$ cat src/rtl/freq_meter_pkg.sv
// Shared constants, converter state encoding and a decimal helper for the frequency meter.
package freq_meter_pkg;

  localparam logic [1:0] EDGE_RISE = 2'b00;
  localparam logic [1:0] EDGE_FALL = 2'b01;
  localparam logic [1:0] EDGE_BOTH = 2'b10;

  typedef enum logic [1:0] {
    CONV_IDLE  = 2'd0,
    CONV_SHIFT = 2'd1,
    CONV_DONE  = 2'd2
  } conv_state_t;

  // 10**n, used at elaboration for the saturation limit and counter width
  function automatic int pow10(input int n);
    int r;
    r = 1;
    for (int i = 0; i < n; i++) r = r * 10;
    return r;
  endfunction

endpackage

$ cat src/rtl/freq_meter_bcd_bin2bcd_seq.sv
// Sequential double-dabble converter: one shift-add-3 step per clock.
// state | meaning
// IDLE  | waiting for a snapshot on start
// SHIFT | W shift-add-3 iterations in progress
// DONE  | result loaded into bcd/overflow, done pulses
module bin2bcd_seq
  import freq_meter_pkg::*;
#(
  parameter int W      = 14,
  parameter int DIGITS = 4
) (
  input  logic                  clk,
  input  logic                  reset_n,
  input  logic                  start,
  input  logic [W-1:0]          bin,
  input  logic                  sat,
  output logic [4*DIGITS-1:0]   bcd,
  output logic                  overflow,
  output logic                  done
);

  localparam int SW = 4 * DIGITS + W;
  localparam int IW = $clog2(W + 1);

  conv_state_t   state;
  logic [SW-1:0] shreg;
  logic [SW-1:0] dab;
  logic [IW-1:0] iter;
  logic          sat_q;

  // add 3 to every BCD digit that is 5 or more before the next shift
  always_comb begin
    dab = shreg;
    for (int d = 0; d < DIGITS; d++) begin
      if (dab[W+4*d +: 4] >= 4'd5) dab[W+4*d +: 4] = dab[W+4*d +: 4] + 4'd3;
    end
  end

  // converter sequencing and registered result
  always_ff @(posedge clk or negedge reset_n) begin
    if (!reset_n) begin
      state    <= CONV_IDLE;
      shreg    <= '0;
      iter     <= '0;
      sat_q    <= 1'b0;
      bcd      <= '0;
      overflow <= 1'b0;
      done     <= 1'b0;
    end else begin
      done <= 1'b0;
      case (state)
        CONV_IDLE: begin
          if (start) begin
            shreg <= {{(4*DIGITS){1'b0}}, bin};
            sat_q <= sat;
            iter  <= '0;
            state <= CONV_SHIFT;
          end
        end
        CONV_SHIFT: begin
          shreg <= dab << 1;
          iter  <= iter + IW'(1);
          if (iter == IW'(W - 1)) state <= CONV_DONE;
        end
        CONV_DONE: begin
          // a saturated count displays as all nines
          bcd      <= sat_q ? {DIGITS{4'h9}} : shreg[W +: 4*DIGITS];
          overflow <= sat_q;
          done     <= 1'b1;
          state    <= CONV_IDLE;
        end
        default: state <= CONV_IDLE;
      endcase
    end
  end

endmodule

$ cat src/rtl/freq_meter_bcd.sv
// Gated edge counter with background BCD conversion; counting never pauses between gates.
module freq_meter_bcd
  import freq_meter_pkg::*;
#(
  parameter int DIGITS         = 4,
  parameter int CLK_BITS       = 24,
  parameter int SYNC_STAGES    = 2,
  parameter int DEFAULT_PERIOD = 12000
) (
  input  logic                  clk,
  input  logic                  reset_n,
  input  logic                  signal,
  input  logic [CLK_BITS-1:0]   period,
  input  logic                  period_load,
  input  logic [1:0]            edge_mode,
  output logic [4*DIGITS-1:0]   bcd,
  output logic                  overflow,
  output logic                  valid
);

  localparam int LIMIT = pow10(DIGITS);
  localparam int W     = $clog2(LIMIT + 1);
  localparam logic [W-1:0]        LIMIT_W = W'(LIMIT);
  // the gate must outlast a full conversion so the converter is idle at each snapshot
  localparam logic [CLK_BITS-1:0] MIN_P   = CLK_BITS'(W + 2);
  localparam logic [CLK_BITS-1:0] DEF_P   = CLK_BITS'(DEFAULT_PERIOD);

  function automatic logic [CLK_BITS-1:0] clamp_p(input logic [CLK_BITS-1:0] p);
    return (p < MIN_P) ? MIN_P : p;
  endfunction

  logic [SYNC_STAGES-1:0] sync;
  logic                   dly;
  logic                   rise, fall, det;
  logic [CLK_BITS-1:0]    period_reg, cur_p, gate_cnt;
  logic [W-1:0]           edge_cnt, edge_next, snap;
  logic                   gate_last, start;

  // synchroniser chain plus one delay flop for edge detection
  always_ff @(posedge clk or negedge reset_n) begin
    if (!reset_n) begin
      sync <= '0;
      dly  <= 1'b0;
    end else begin
      sync <= {sync[SYNC_STAGES-2:0], signal};
      dly  <= sync[SYNC_STAGES-1];
    end
  end

  // edge selection follows edge_mode in the same cycle; 11 behaves as rising
  always_comb begin
    rise = sync[SYNC_STAGES-1] & ~dly;
    fall = ~sync[SYNC_STAGES-1] & dly;
    case (edge_mode)
      EDGE_FALL: det = fall;
      EDGE_BOTH: det = rise | fall;
      default:   det = rise;
    endcase
    edge_next = (det && edge_cnt != LIMIT_W) ? edge_cnt + W'(1) : edge_cnt;
    gate_last = (gate_cnt == cur_p - CLK_BITS'(1));
  end

  // gate timing, edge accumulation and snapshot hand-off to the converter
  always_ff @(posedge clk or negedge reset_n) begin
    if (!reset_n) begin
      period_reg <= DEF_P;
      cur_p      <= clamp_p(DEF_P);
      gate_cnt   <= '0;
      edge_cnt   <= '0;
      snap       <= '0;
      start      <= 1'b0;
    end else begin
      if (period_load) period_reg <= period;
      start <= gate_last;
      if (gate_last) begin
        snap     <= edge_next;
        edge_cnt <= '0;
        gate_cnt <= '0;
        cur_p    <= clamp_p(period_load ? period : period_reg);
      end else begin
        edge_cnt <= edge_next;
        gate_cnt <= gate_cnt + CLK_BITS'(1);
      end
    end
  end

  bin2bcd_seq #(.W(W), .DIGITS(DIGITS)) u_conv (
    .clk      (clk),
    .reset_n  (reset_n),
    .start    (start),
    .bin      (snap),
    .sat      (snap == LIMIT_W),
    .bcd      (bcd),
    .overflow (overflow),
    .done     (valid)
  );

endmodule

$ cat config.mk
export PLATFORM = sky130hd
export DESIGN_NAME = freq_meter_bcd
export DESIGN_NICKNAME = d
export VERILOG_FILES = /design/src/rtl/freq_meter_pkg.sv /design/src/rtl/freq_meter_bcd_bin2bcd_seq.sv /design/src/rtl/freq_meter_bcd.sv
export SDC_FILE = /design/constraint.sdc
export NUM_CORES = 1
export LEC_CHECK = 0
export CAP_MARGIN = 25
export CORE_AREA = 3 3 155 232
export DETAILED_ROUTE_END_ITERATION = 7
export DIE_AREA = 0 0 158 235
export PLACE_DENSITY = 0.5
export SYNTH_ARGS = -nofsm -noshare
export SYNTH_HDL_FRONTEND = slang
export SYNTH_HIERARCHICAL = 1
export SYNTH_SLANG_ARGS = --single-unit
export TNS_END_PERCENT = 100
$ cat constraint.sdc
create_clock -name clk -period 8.6 [get_ports clk]
set_clock_uncertainty 0.2 [all_clocks]
set_input_delay 0.86 -clock clk [delete_from_list [all_inputs] [get_ports clk]]
set_output_delay 0.86 -clock clk [all_outputs]
set_load 0.05 [all_outputs]
==> results by stage, run 1 <==
Logic synthesis:
- A synthesized cell averages 10.6 µm².
- The flip-flop cell with the highest count after synthesis is sky130_fd_sc_hd__dfrtp_1.
- Of all flip-flops after synthesis, the portion carrying an async set or reset was 1.00.
- In this run, synthesis produced a sequential element count of 159.
- After synthesis the cells add up to 8130 µm².
- The synthesized instance count is 770.
- The post-synthesis net count is 818.
- After synthesis, the cell types taking the most area are sky130_fd_sc_hd__dfrtp_1, sky130_fd_sc_hd__dfstp_2, sky130_fd_sc_hd__xnor2_1, sky130_fd_sc_hd__mux2_2, sky130_fd_sc_hd__nor2_1.
- Yosys mapped a number of flops with a built-in enable equal to 0.
- The cell type with the highest aggregate area in the netlist is sky130_fd_sc_hd__dfrtp_1.
- The share of synthesized area occupied by flip-flops and latches is 0.492.
- After synthesis, the netlist uses 73 different library cells.
- Yosys printed 6 warnings.
- Of the post-synthesis cell area, the dominant cell type holds 0.446.

GRT:
- For this run, the total global-route usage over all layers was measured as 0.0994.
- Entering global routing, the biggest net connects 56 pins.
- The first global-routing pass estimated 30200 µm of wire.
- The via count of the first global-routing pass is 5863.
- The total global routing overflow is 0.
- The number of antenna violations at the first check in global routing is 0.

Timing:
- At the pin with the least slew margin, the transition time is 0.841 ns.
- The maximum achievable frequency is 249 MHz.
- The clock period minus worst slack is 4.02 ns.
- Setup repair after global routing left no endpoint under its margin.
- The count of final hold-check violations came to 0.
- Setup violations remaining at the end of the flow were counted as 0.
- The number of pins exceeding their max-slew limit in the final report was 0.
- The final clock period utilization by the worst path is 0.467.
- The worst max-slew margin expressed relative to the limit is 0.437.
- The final setup TNS is 0 ns.

Worst setup path:
- The worst setup path is captured at a flop.
- The critical path start-end classification is reg2reg.
- The arrival time at the worst endpoint is 4.15 ns.
- The worst setup path is launched from a flop.
- The required time of the critical path is 8.74 ns.
- Along the worst path, the maximum fanout reaches 54.

Pwr:
- The ratio of total power to cell area is 201 nW/µm².
- The worst supply voltage drop on vdd is 116 µV.
- The total leakage power is 3.83 nW.

Detailed routing:
- Once detail routing completed, the nets flagged for antenna violations numbered 0.
- The wire length per cell is 14.0 µm.
- The first detailed-routing pass took 4 iterations.
- The number of vias per cell is 4.55.
- In the routed design, unresolved DRC markers number 0.
- The DRC violation total after the first TritonRoute iteration is 224.
- Summed over all layers, the routed wires come to 17500 µm.
- Summing over every cut layer, the via total after detailed routing is 5674.

Final layout:
- The register name with the most flops is u_conv/shreg.
- The library cell used most frequently in the layout, excluding fill and tap cells, is sky130_fd_sc_hd__dfrtp_1.
- The footprint of the flip-flops and latches is 4000 µm².
- The final cell count without fillers is 1246.
- The area of the multi-input gates is 3750 µm².
- The final-layout fill cell count is 3565.
- The growth of design area from synthesis to finish is 18.0%.
- In the layout the commonest cells are sky130_fd_sc_hd__dfrtp_1, sky130_fd_sc_hd__nor2_1, sky130_fd_sc_hd__nand2_1, sky130_fd_sc_hd__inv_1, sky130_fd_sc_hd__clkdlybuf4s50_1.
- The number of antenna repair diodes is 0.
- The final layout contains 856 nets.
- The fraction of layout cells with a size suffix above 1 is 0.121.
- The register with the most flip-flops in the layout has 30 of them.

Clock network:
- TritonCTS built the clock tree.
- Clock-pin slew was measured on the worst setup and hold paths at 0.06 ns.
- In this run the clock root is driven by a sky130_fd_sc_hd__clkbuf_16.
- The number of gates resized after CTS was 0.
- For this design, the CTS-stage hold fixing added 0 buffers.
- The CTS H-tree depth is 4.
- Clock latency on the worst-skew pair, taken at its later pin, is 0.43 ns.
- The number of clock buffers added by TritonCTS is 17.
- The clock drives 159 sinks.
- The number of buffers inserted by post-CTS setup repair is 0.
- The maximum root-to-sink buffer count is 2.

Placement:
- The number of buffers inserted by port buffering is 47.
- The placer's final routability congestion estimate is 0.774.
- In this run, placement finished with an instance count of 1214.
- Detailed placement finished with a half-perimeter wire length of 12500 µm.

Floorplan:
- The die is 158 µm wide.
- After floorplanning, the core was divided into 83 placement rows.
- The top-level I/O count is 48.
- The floorplan step defined a die boundary enclosing 37100 µm².
- The standard cell core area is 34200 µm².
- The starting density of the core is 0.238.
- The die height is 235 µm.

Job:
- The reported max-cap violation count is 0.

Hold path:
- The worst min-delay path category is reg2reg.

Status:
- The flow ran to the end, and the final reports show no timing, DRC or antenna violations.
-- synthesized netlist by cell type (all sizes together), types with 15 or more instances --
cell,n
nand3,23
mux2,45
xnor2,38
o21ai,35
nor2,68
nand4,16
dfrtp,145
clkbuf,15
ha,18
buf,20
o31ai,15
mux2i,24
xor2,24
nand2,62
inv,50
-- kinds of logic after synthesis --
logic type / after synthesis / share of synthesized area
simple gates: 251 / 0.160
flops: 159 / 0.492
compound gates: 125 / 0.112
buf+inv: 85 / 0.0468
mux: 69 / 0.0924
xor+xnor: 63 / 0.0697
fa+ha+maj: 18 / 0.0277
-- per-stage QoR --
step	power [mW]	hold slack, ns	setup WS, ns	util	area [µm²]
detailed placement	1.19	0.138	4.58	0.263	8990
floorplan	1.08	0.131	5.22	-	8130
CTS	1.96	0.153	4.54	0.281	9590
finish	1.93	0.149	4.58	0.281	9590
global placement	1.19	0.135	4.67	0.263	8990
global route	2.03	0.159	4.21	0.281	9590
-- path summary, 6_finish.rpt --
kind                                                      to  slack [ns]                 start  depth (start not counted)
worst min register to register             sync[1]$_DFF_PN0_        0.15     sync[0]$_DFF_PN0_                          0
min in group asynchronous           period_reg[20]$_DFF_PN0_        0.18               reset_n                          1
worst max-delay path                     snap[0]$_DFFE_PN0N_        4.58  cur_p[2]$_DFFE_PN0N_                          8
worst max register to register           snap[0]$_DFFE_PN0N_        4.58  cur_p[2]$_DFFE_PN0N_                          8
max in group asynchronous       u_conv/shreg[29]$_DFFE_PN0P_        6.26               reset_n                          3
worst min-delay path                       sync[1]$_DFF_PN0_        0.15     sync[0]$_DFF_PN0_                          0
-- critical path: stages (launching register included) --
cell,delay (ns)
sky130_fd_sc_hd__dfrtp_1,0.51
sky130_fd_sc_hd__nor3_2,0.49
sky130_fd_sc_hd__nand4_1,0.41
sky130_fd_sc_hd__or4_1,0.63
sky130_fd_sc_hd__a221oi_1,0.33
sky130_fd_sc_hd__o2111ai_1,0.23
sky130_fd_sc_hd__a2111oi_4,0.25
sky130_fd_sc_hd__buf_4,0.59
sky130_fd_sc_hd__mux2i_1,0.26
-- final cells by class --
| class | instances | share of cell area |
|---|---|---|
| clock buffers | 22 | 0.0515 |
| clock inverters | 10 | 0.0107 |
| inverters | 50 | 0.0196 |
| multi-input cells | 526 | 0.391 |
| flip-flops and latches | 159 | 0.417 |
| well taps | 425 | 0.0555 |
| repair buffers | 54 | 0.0547 |
-- per-layer routing --
| layer | GRT usage | part of all wire | vias up |
|---|---|---|---|
| met5 | 0 | 0 | - |
| met4 | 0.0282 | 0.012 | 0 |
| met3 | 0.0179 | 0.023 | 16 |
| met2 | 0.182 | 0.54 | 71 |
| met1 | 0.117 | 0.43 | 2794 |
| li1 | - | - | 2793 |
-- power breakdown --
part           switching, mW  internal, mW
clock network          0.315         0.440
registers             0.0608         0.821
logic                  0.171         0.119
(Power assumes the default switching activity.)
==> run 2, diff against run 1 <==
==> constraint.sdc (replaced) <==
create_clock -name clk -period 3.9 [get_ports clk]
set_clock_uncertainty 0.2 [all_clocks]
set_input_delay 0.39 -clock clk [delete_from_list [all_inputs] [get_ports clk]]
set_output_delay 0.39 -clock clk [all_outputs]
set_load 0.05 [all_outputs]
==> run 2 against run 1 <==
Core utilization grew 0.36 points. Fmax grew 10%. First-iteration DRC count grew 8.5%. Register-to-register slack lost 4.3 ns. Setup slack lost 4.3 ns. Global-route usage shrank 0.18 points. Hold slack gained 0.0048 ns. Sequential power grew 120%. Cell count grew 0.88%. Via count grew 1.2%. Critical path type unchanged. Largest cell class unchanged. Largest power group unchanged. Highest routed layer unchanged.
==> results by stage, run 2 (synthesized netlist as in run 1, its figures left out) <==
Status:
- The flow ran to the end, and the final reports show no timing, DRC or antenna violations.

Clock network:
- The number of setup buffers added after CTS is 0.
- The CTS root buffer is sky130_fd_sc_hd__clkbuf_16.
- Clock latency on the worst-skew pair, taken at its later pin, is 0.43 ns.
- The number of clock buffers added by TritonCTS is 17.
- The CTS tree is done.
- After clock tree synthesis, the flow added hold-fix buffers numbering 1.
- After clock tree synthesis, the clock-pin slew on the worst setup and hold paths is 0.07 ns.
- The number of gates given a new drive strength after cts is 0.
- The total number of clock tree sinks is 159.
- The H-tree was split into 4 levels.
- The maximum root-to-sink buffer count is 2.

Detailed routing:
- The number of vias per cell is 4.57.
- Before antenna repair, the detailed router went through 4 iterations.
- After detailed routing, the total wire length is 17600 µm.
- The DRC violation total after the first TritonRoute iteration is 243.
- The routed layout has 5744 vias.
- In this run the remaining antenna-violating nets after routing total 0.
- In the final routed layout, each cell accounts on average for 14.0 µm.
- In the routed design, unresolved DRC markers number 0.

Pwr:
- The part of the total power dissipated in the clock network is 0.392.
- IR analysis of the VDD net gives a maximum drop of 269 µV.
- The ratio of total power to cell area is 441 nW/µm².
- Of the total power, registers draw 0.454.
- Of the total power, the share spent switching nets is 0.285.
- The total leakage power is 3.89 nW.
- Summed over all nets, the switching power comes to 1.22 mW.
- Cell internal power was estimated by the tool at 3.06 mW.
- The fraction of power consumed by combinational cells is 0.154.

Floorplan:
- The standard cell core area is 34200 µm².
- The die height is 235 µm.
- Row generation in the floorplan step produced 83 rows.
- The floorplan die width is 158 µm.
- The starting density of the core is 0.238.
- The top-level I/O count is 48.
- The floorplan step defined a die boundary enclosing 37100 µm².

Final layout:
- The final cell utilization of the core is 0.284.
- The final-layout fill cell count is 3549.
- The repair_antennas step left the layout with diodes totalling 0.
- The top cell types in the final layout, fill and taps aside, are sky130_fd_sc_hd__dfrtp_1, sky130_fd_sc_hd__nor2_1, sky130_fd_sc_hd__nand2_1, sky130_fd_sc_hd__inv_1, sky130_fd_sc_hd__clkdlybuf4s50_1.
- The register name with the most flops is u_conv/shreg.
- The leading cell type in the layout, fill and taps excluded is sky130_fd_sc_hd__dfrtp_1.
- The growth of design area from synthesis to finish is 19.5%.
- At the end of the flow, the number of nets in the layout was 867.
- The flip-flop count of the largest register after layout is 30.
- In the final layout, the share of cells above drive strength 1 is 0.130.

Worst setup path:
- The launching element type of the critical path is a flop.
- Along the worst path, the maximum fanout reaches 35.
- The family with the most delay on the worst path is simple AND/OR/NAND/NOR gates.
- The worst setup path is captured at a flop.
- Data on the critical path is required at its endpoint by 4.04 ns.
- The worst-path cell with the longest stage delay is sky130_fd_sc_hd__or4_4.
- The critical path goes through or4_4 -> or2_1 -> or4_1 -> a221oi_1 -> o2111ai_1 -> a2111oi_4 -> buf_4 -> buf_12 -> mux2i_1.
- The worst setup path is of the reg2reg kind.
- In this design, the stage delay of the slowest critical-path cell is 0.58 ns.
- The arrival time at the worst endpoint is 3.78 ns.
- The number of buffers and inverters on the critical path is 2.

GRT:
- Summed over all layers, the global routing overflow is 0.
- The global-route wire length before repair is 29800 µm.
- The number of antenna violations at the first check in global routing was 0.
- The via count of the first global-routing pass came to 5962.
- The maximum number of pins on one net before global-route repair is 75.
- In the global route stage, overall resource usage came out at 0.0976.

Placement:
- Detailed placement finished with a half-perimeter wire length of 12700 µm.
- The congestion estimate from routability-driven global placement came to 0.793.
- In this run the tool buffered the top-level ports with 47 buffer cells.

Timing:
- Derived from the worst setup path, the maximum achievable clock frequency is 275 MHz.
- Measured against its own limit, the worst slew margin works out to 0.399.
- The measured slew at the worst slew-check pin is 0.897 ns.
- The routed design could run at a clock period as short as 3.64 ns.
- The number of pins exceeding their max-slew limit in the final report is 0.
- The final setup TNS is 0 ns.
- The count of final hold-check violations is 0.
- The final setup violation count is 0.
- The final clock period utilization by the worst path is 0.934.
- Setup repair after global routing left no endpoint under its margin.

Hold path:
- The worst min-delay path category is reg2reg.

Job:
- Max-cap violations in this run came to 0.
[run 2: final cells by class]
| cell class | instances | area, µm² | share of cell area |
|---|---|---|---|
| clock buffer | 19 | 443 | 0.0456 |
| clock inverter | 13 | 153 | 0.0157 |
| inverter | 50 | 188 | 0.0193 |
| multi-input combinational | 526 | 3750 | 0.386 |
| sequential | 159 | 4000 | 0.412 |
| tap | 425 | 532 | 0.0548 |
| timing repair buffer | 65 | 647 | 0.0666 |
[run 2: worst paths after layout]
path	start	endpoint	slack (ns)	cells past startpoint
min reg2reg	sync[0]$_DFF_PN0_	sync[1]$_DFF_PN0_	0.15	0
max	cur_p[15]$_DFFE_PN0N_	snap[0]$_DFFE_PN0N_	0.26	9
min	sync[0]$_DFF_PN0_	sync[1]$_DFF_PN0_	0.15	0
min in group asynchronous	reset_n	cur_p[17]$_DFFE_PN0N_	0.34	2
max in group asynchronous	reset_n	u_conv/shreg[19]$_DFFE_PN0P_	2.29	3
max reg2reg	cur_p[15]$_DFFE_PN0N_	snap[0]$_DFFE_PN0N_	0.26	9
[run 2: power groups by stage]
stage | combinational [mW] | sequential (mW) | clock (mW)
6_report | 0.657 | 1.94 | 1.68
3_3_place_gp | 0.658 | 1.97 | 0
3_5_place_dp | 0.668 | 1.98 | 0
2_1_floorplan | 0.374 | 2.01 | 0
5_1_grt | 0.746 | 1.96 | 1.81
4_1_cts | 0.672 | 1.95 | 1.74
[run 2: routing by layer]
layer	vias to the layer above	global-route usage	wire length (µm)
li1	2814	-	-
met1	2807	0.116	7500
met2	102	0.173	9170
met3	21	0.0216	488
met4	0	0.0326	447
met5	-	0	0
[run 2: stage by stage]
stage	std cells	power, mW	hold WS, ns	worst slack (ns)	area [µm²]
final	1257	4.28	0.154	0.259	9710
after global routing	1257	4.52	0.169	0.0173	9710
after CTS	1257	4.36	0.164	0.260	9710
after detailed placement	1224	2.64	0.137	0.271	9100
after global placement	1224	2.63	0.133	0.333	9100
after floorplan	770	2.38	-0.106	0.519	8130
==> run 3, diff against run 2 <==
--- a/config.mk
+++ b/config.mk
@@ -6,9 +6,9 @@
 export NUM_CORES = 1
 export LEC_CHECK = 0
 export CAP_MARGIN = 25
-export CORE_AREA = 3 3 155 232
+export CORE_AREA = 2 2 154 231
 export DETAILED_ROUTE_END_ITERATION = 7
-export DIE_AREA = 0 0 158 235
+export DIE_AREA = 0 0 156 233
 export PLACE_DENSITY = 0.5
 export SYNTH_ARGS = -nofsm -noshare
 export SYNTH_HDL_FRONTEND = slang
==> run 3 against run 2 <==
Cell count is 0.16% lower. Total power down 1.8%. Critical path depth fell by 1. Clock power is 5% lower. Via count is 0.12% lower. Sequential power barely moved. Critical path type unchanged.
==> results by stage, run 3 (synthesized netlist as in run 1, its figures left out) <==
Detailed routing:
- The number of vias per cell is 4.57.
- The routed via count is 5737.
- The number of nets still failing antenna checks after routing is 0.
- For this run, design rule violations remaining after detail routing come to 0.
- The wire length after detailed routing is 17400 µm.
- In the final routed layout, each cell accounts on average for 13.9 µm.
- Before antenna repair, the detailed router went through 4 iterations.
- In this run, the number of DRC markers left after iteration 0 of detailed routing was 258.

Placement:
- The number of buffers inserted by port buffering is 47.
- The placer's final routability congestion estimate is 0.772.
- The worst setup slack before clock tree synthesis is 0.273 ns.
- The HPWL after detailed placement is 12400 µm.

Floorplan:
- The die is 156 µm wide.
- The region available for standard cell placement spans 34200 µm².
- The top-level I/O count is 48.
- The die height is 233 µm.
- For this configuration, the core starts out at a cell density of 0.238.
- The number of core rows is 83.
- The total die area is 36300 µm².

Worst setup path:
- For the worst setup path, the data required time is 4.00 ns.
- The endpoint kind of the worst setup timing path is a flop.
- STA classifies the critical path startpoint as a flop.
- Along the worst path, the maximum fanout reaches 21.
- Data on the critical path arrives at its endpoint at 3.74 ns.
- The critical path is of the reg2reg type.

Pwr:
- For this design the static power due to leakage is 3.87 nW.
- Dividing total power by cell area gives a power density of 435 nW/µm².
- The design draws 4.20 mW.
- The worst-case IR drop observed on VDD is 265 µV.

Timing:
- Setup repair after global routing left no endpoint under its margin.
- The worst path needs 3.64 ns of the cycle, external delays included.
- Across all hold checks on the routed design, the worst slack comes to 0.149 ns.
- The setup slack of the critical path after layout is 0.260 ns.
- The count of final hold-check violations is 0.
- The maximum achievable frequency is 275 MHz.
- The final clock period utilization by the worst path is 0.933.
- Setup total negative slack on the finished layout was measured at 0 ns.
- Measured against its own limit, the worst slew margin works out to 0.435.
- At the pin with the least slew margin, the transition time is 0.843 ns.
- The number of pins exceeding their max-slew limit in the final report is 0.
- Setup violations remaining at the end of the flow were counted as 0.

Clock network:
- The number of buffers created by CTS is 17.
- Clock tree synthesis selected as its root buffer the cell sky130_fd_sc_hd__clkbuf_16.
- The CTS tree is done.
- The later pin in the worst-skew pair is clocked with a latency of 0.43 ns.
- The clock transition at the registers of the reported paths is 0.07 ns.
- The CTS H-tree depth is 4.
- The total number of clock tree sinks is 159.
- The number of gates given a new drive strength after cts is 0.
- No sink is reached through more buffers than the 2 on the longest clock path.

Final layout:
- The flip-flop count of the largest register after layout is 30.
- In the final layout, the share of cells above drive strength 1 is 0.125.
- The area of the multi-input gates is 3750 µm².
- The final cell utilization of the core is 0.283.
- The footprint of the flip-flops and latches is 4000 µm².
- The library cells used most frequently in the layout, excluding fill and tap cells, are sky130_fd_sc_hd__dfrtp_1, sky130_fd_sc_hd__nor2_1, sky130_fd_sc_hd__nand2_1, sky130_fd_sc_hd__inv_1, sky130_fd_sc_hd__clkdlybuf4s50_1.
- The growth of design area from synthesis to finish is 18.9%.
- The register name with the most flops is u_conv/shreg.
- The number of antenna repair diodes is 0.
- In the final design database the tool counted 865 nets.
- The final-layout fill cell count is 3555.
- The leading cell type in the layout, fill and taps excluded is sky130_fd_sc_hd__dfrtp_1.

GRT:
- Summed over all layers, the global routing overflow is 0.
- The first global-routing pass estimated 29700 µm of wire.
- The number of antenna violations at the first check in global routing came to 0.
- The overall global routing resource usage is 0.101.
- The maximum number of pins on one net before global-route repair is 76.
- The via count of the first global-routing pass was 5891.

Hold path:
- The worst min-delay path category is reg2reg.

Job:
- The reported max-cap violation count is 0.

Status:
- The flow ran to the end, and the final reports show no timing, DRC or antenna violations.
-- run 3: cell types whose count changed in the layout (fill, tap and decap cells not counted), moves of 2 or more --
cell / change
sky130_fd_sc_hd__clkinv_4: -2
sky130_fd_sc_hd__inv_6: -3
sky130_fd_sc_hd__clkbuf_1: +2
sky130_fd_sc_hd__clkbuf_8: +2
sky130_fd_sc_hd__clkinv_2: +3
sky130_fd_sc_hd__buf_4: -2
-- run 3: path summary, 6_finish.rpt --
path | from | to | slack (ns) | depth (start not counted)
min in group asynchronous | reset_n | period_reg[19]$_DFF_PN0_ | 0.35 | 2
hold reg to reg | sync[0]$_DFF_PN0_ | sync[1]$_DFF_PN0_ | 0.15 | 0
setup reg to reg | cur_p[15]$_DFFE_PN0N_ | cur_p[4]$_DFFE_PN0N_ | 0.26 | 8
max in group asynchronous | reset_n | gate_cnt[13]$_DFF_PN0_ | 2.23 | 3
setup / recovery | cur_p[15]$_DFFE_PN0N_ | cur_p[4]$_DFFE_PN0N_ | 0.26 | 8
hold / removal | sync[0]$_DFF_PN0_ | sync[1]$_DFF_PN0_ | 0.15 | 0
-- run 3: per-stage QoR --
stage,area (µm²),instances
6_report,9660,1255
3_5_place_dp,9090,1222
5_1_grt,9660,1255
3_3_place_gp,9090,1222
4_1_cts,9660,1255
2_1_floorplan,8130,770
-- run 3: what timing repair did --
item | 4_1_cts | 5_1_grt
hold buffers | 1 | 0
buffers inserted | 0 | 0
endpoints found under the hold margin | 59 | 0
-- run 3: cell type report --
cell class                      instances  share of cell area
Sequential cell                       159               0.414
Multi-Input combinational cell        526               0.388
Timing Repair Buffer                   63              0.0654
Inverter                               50              0.0194
Clock inverter                          9             0.00893
Clock buffer                           23              0.0495
Tap cell                              425              0.0550
-- run 3: power by group --
| group | internal (mW) | leakage [nW] | switching [mW] | total (mW) |
|---|---|---|---|---|
| sequential | 1.81 | 2.03 | 0.131 | 1.94 |
| combinational | 0.274 | 1.56 | 0.383 | 0.657 |
| clock | 0.931 | 0.274 | 0.670 | 1.60 |
-- run 3: per-layer routing --
layer  vias to the layer above  wire (µm)  share of wire  GRT usage
met5                         -          0              0          0
met4                         0        431          0.025     0.0404
met3                        32        403          0.023     0.0177
met2                        92       9230           0.53      0.187
met1                      2792       7360           0.42      0.114
li1                       2821          -              -          -
-- run 3: critical path, stage by stage (launching register included) --
cell                        delay (ns)
sky130_fd_sc_hd__dfrtp_1          0.44
sky130_fd_sc_hd__or4_4            0.58
sky130_fd_sc_hd__or2_1            0.26
sky130_fd_sc_hd__or4_1            0.54
sky130_fd_sc_hd__a221oi_1         0.31
sky130_fd_sc_hd__o2111ai_1        0.21
sky130_fd_sc_hd__a2111oi_4        0.41
sky130_fd_sc_hd__buf_12           0.23
sky130_fd_sc_hd__mux2_1           0.33
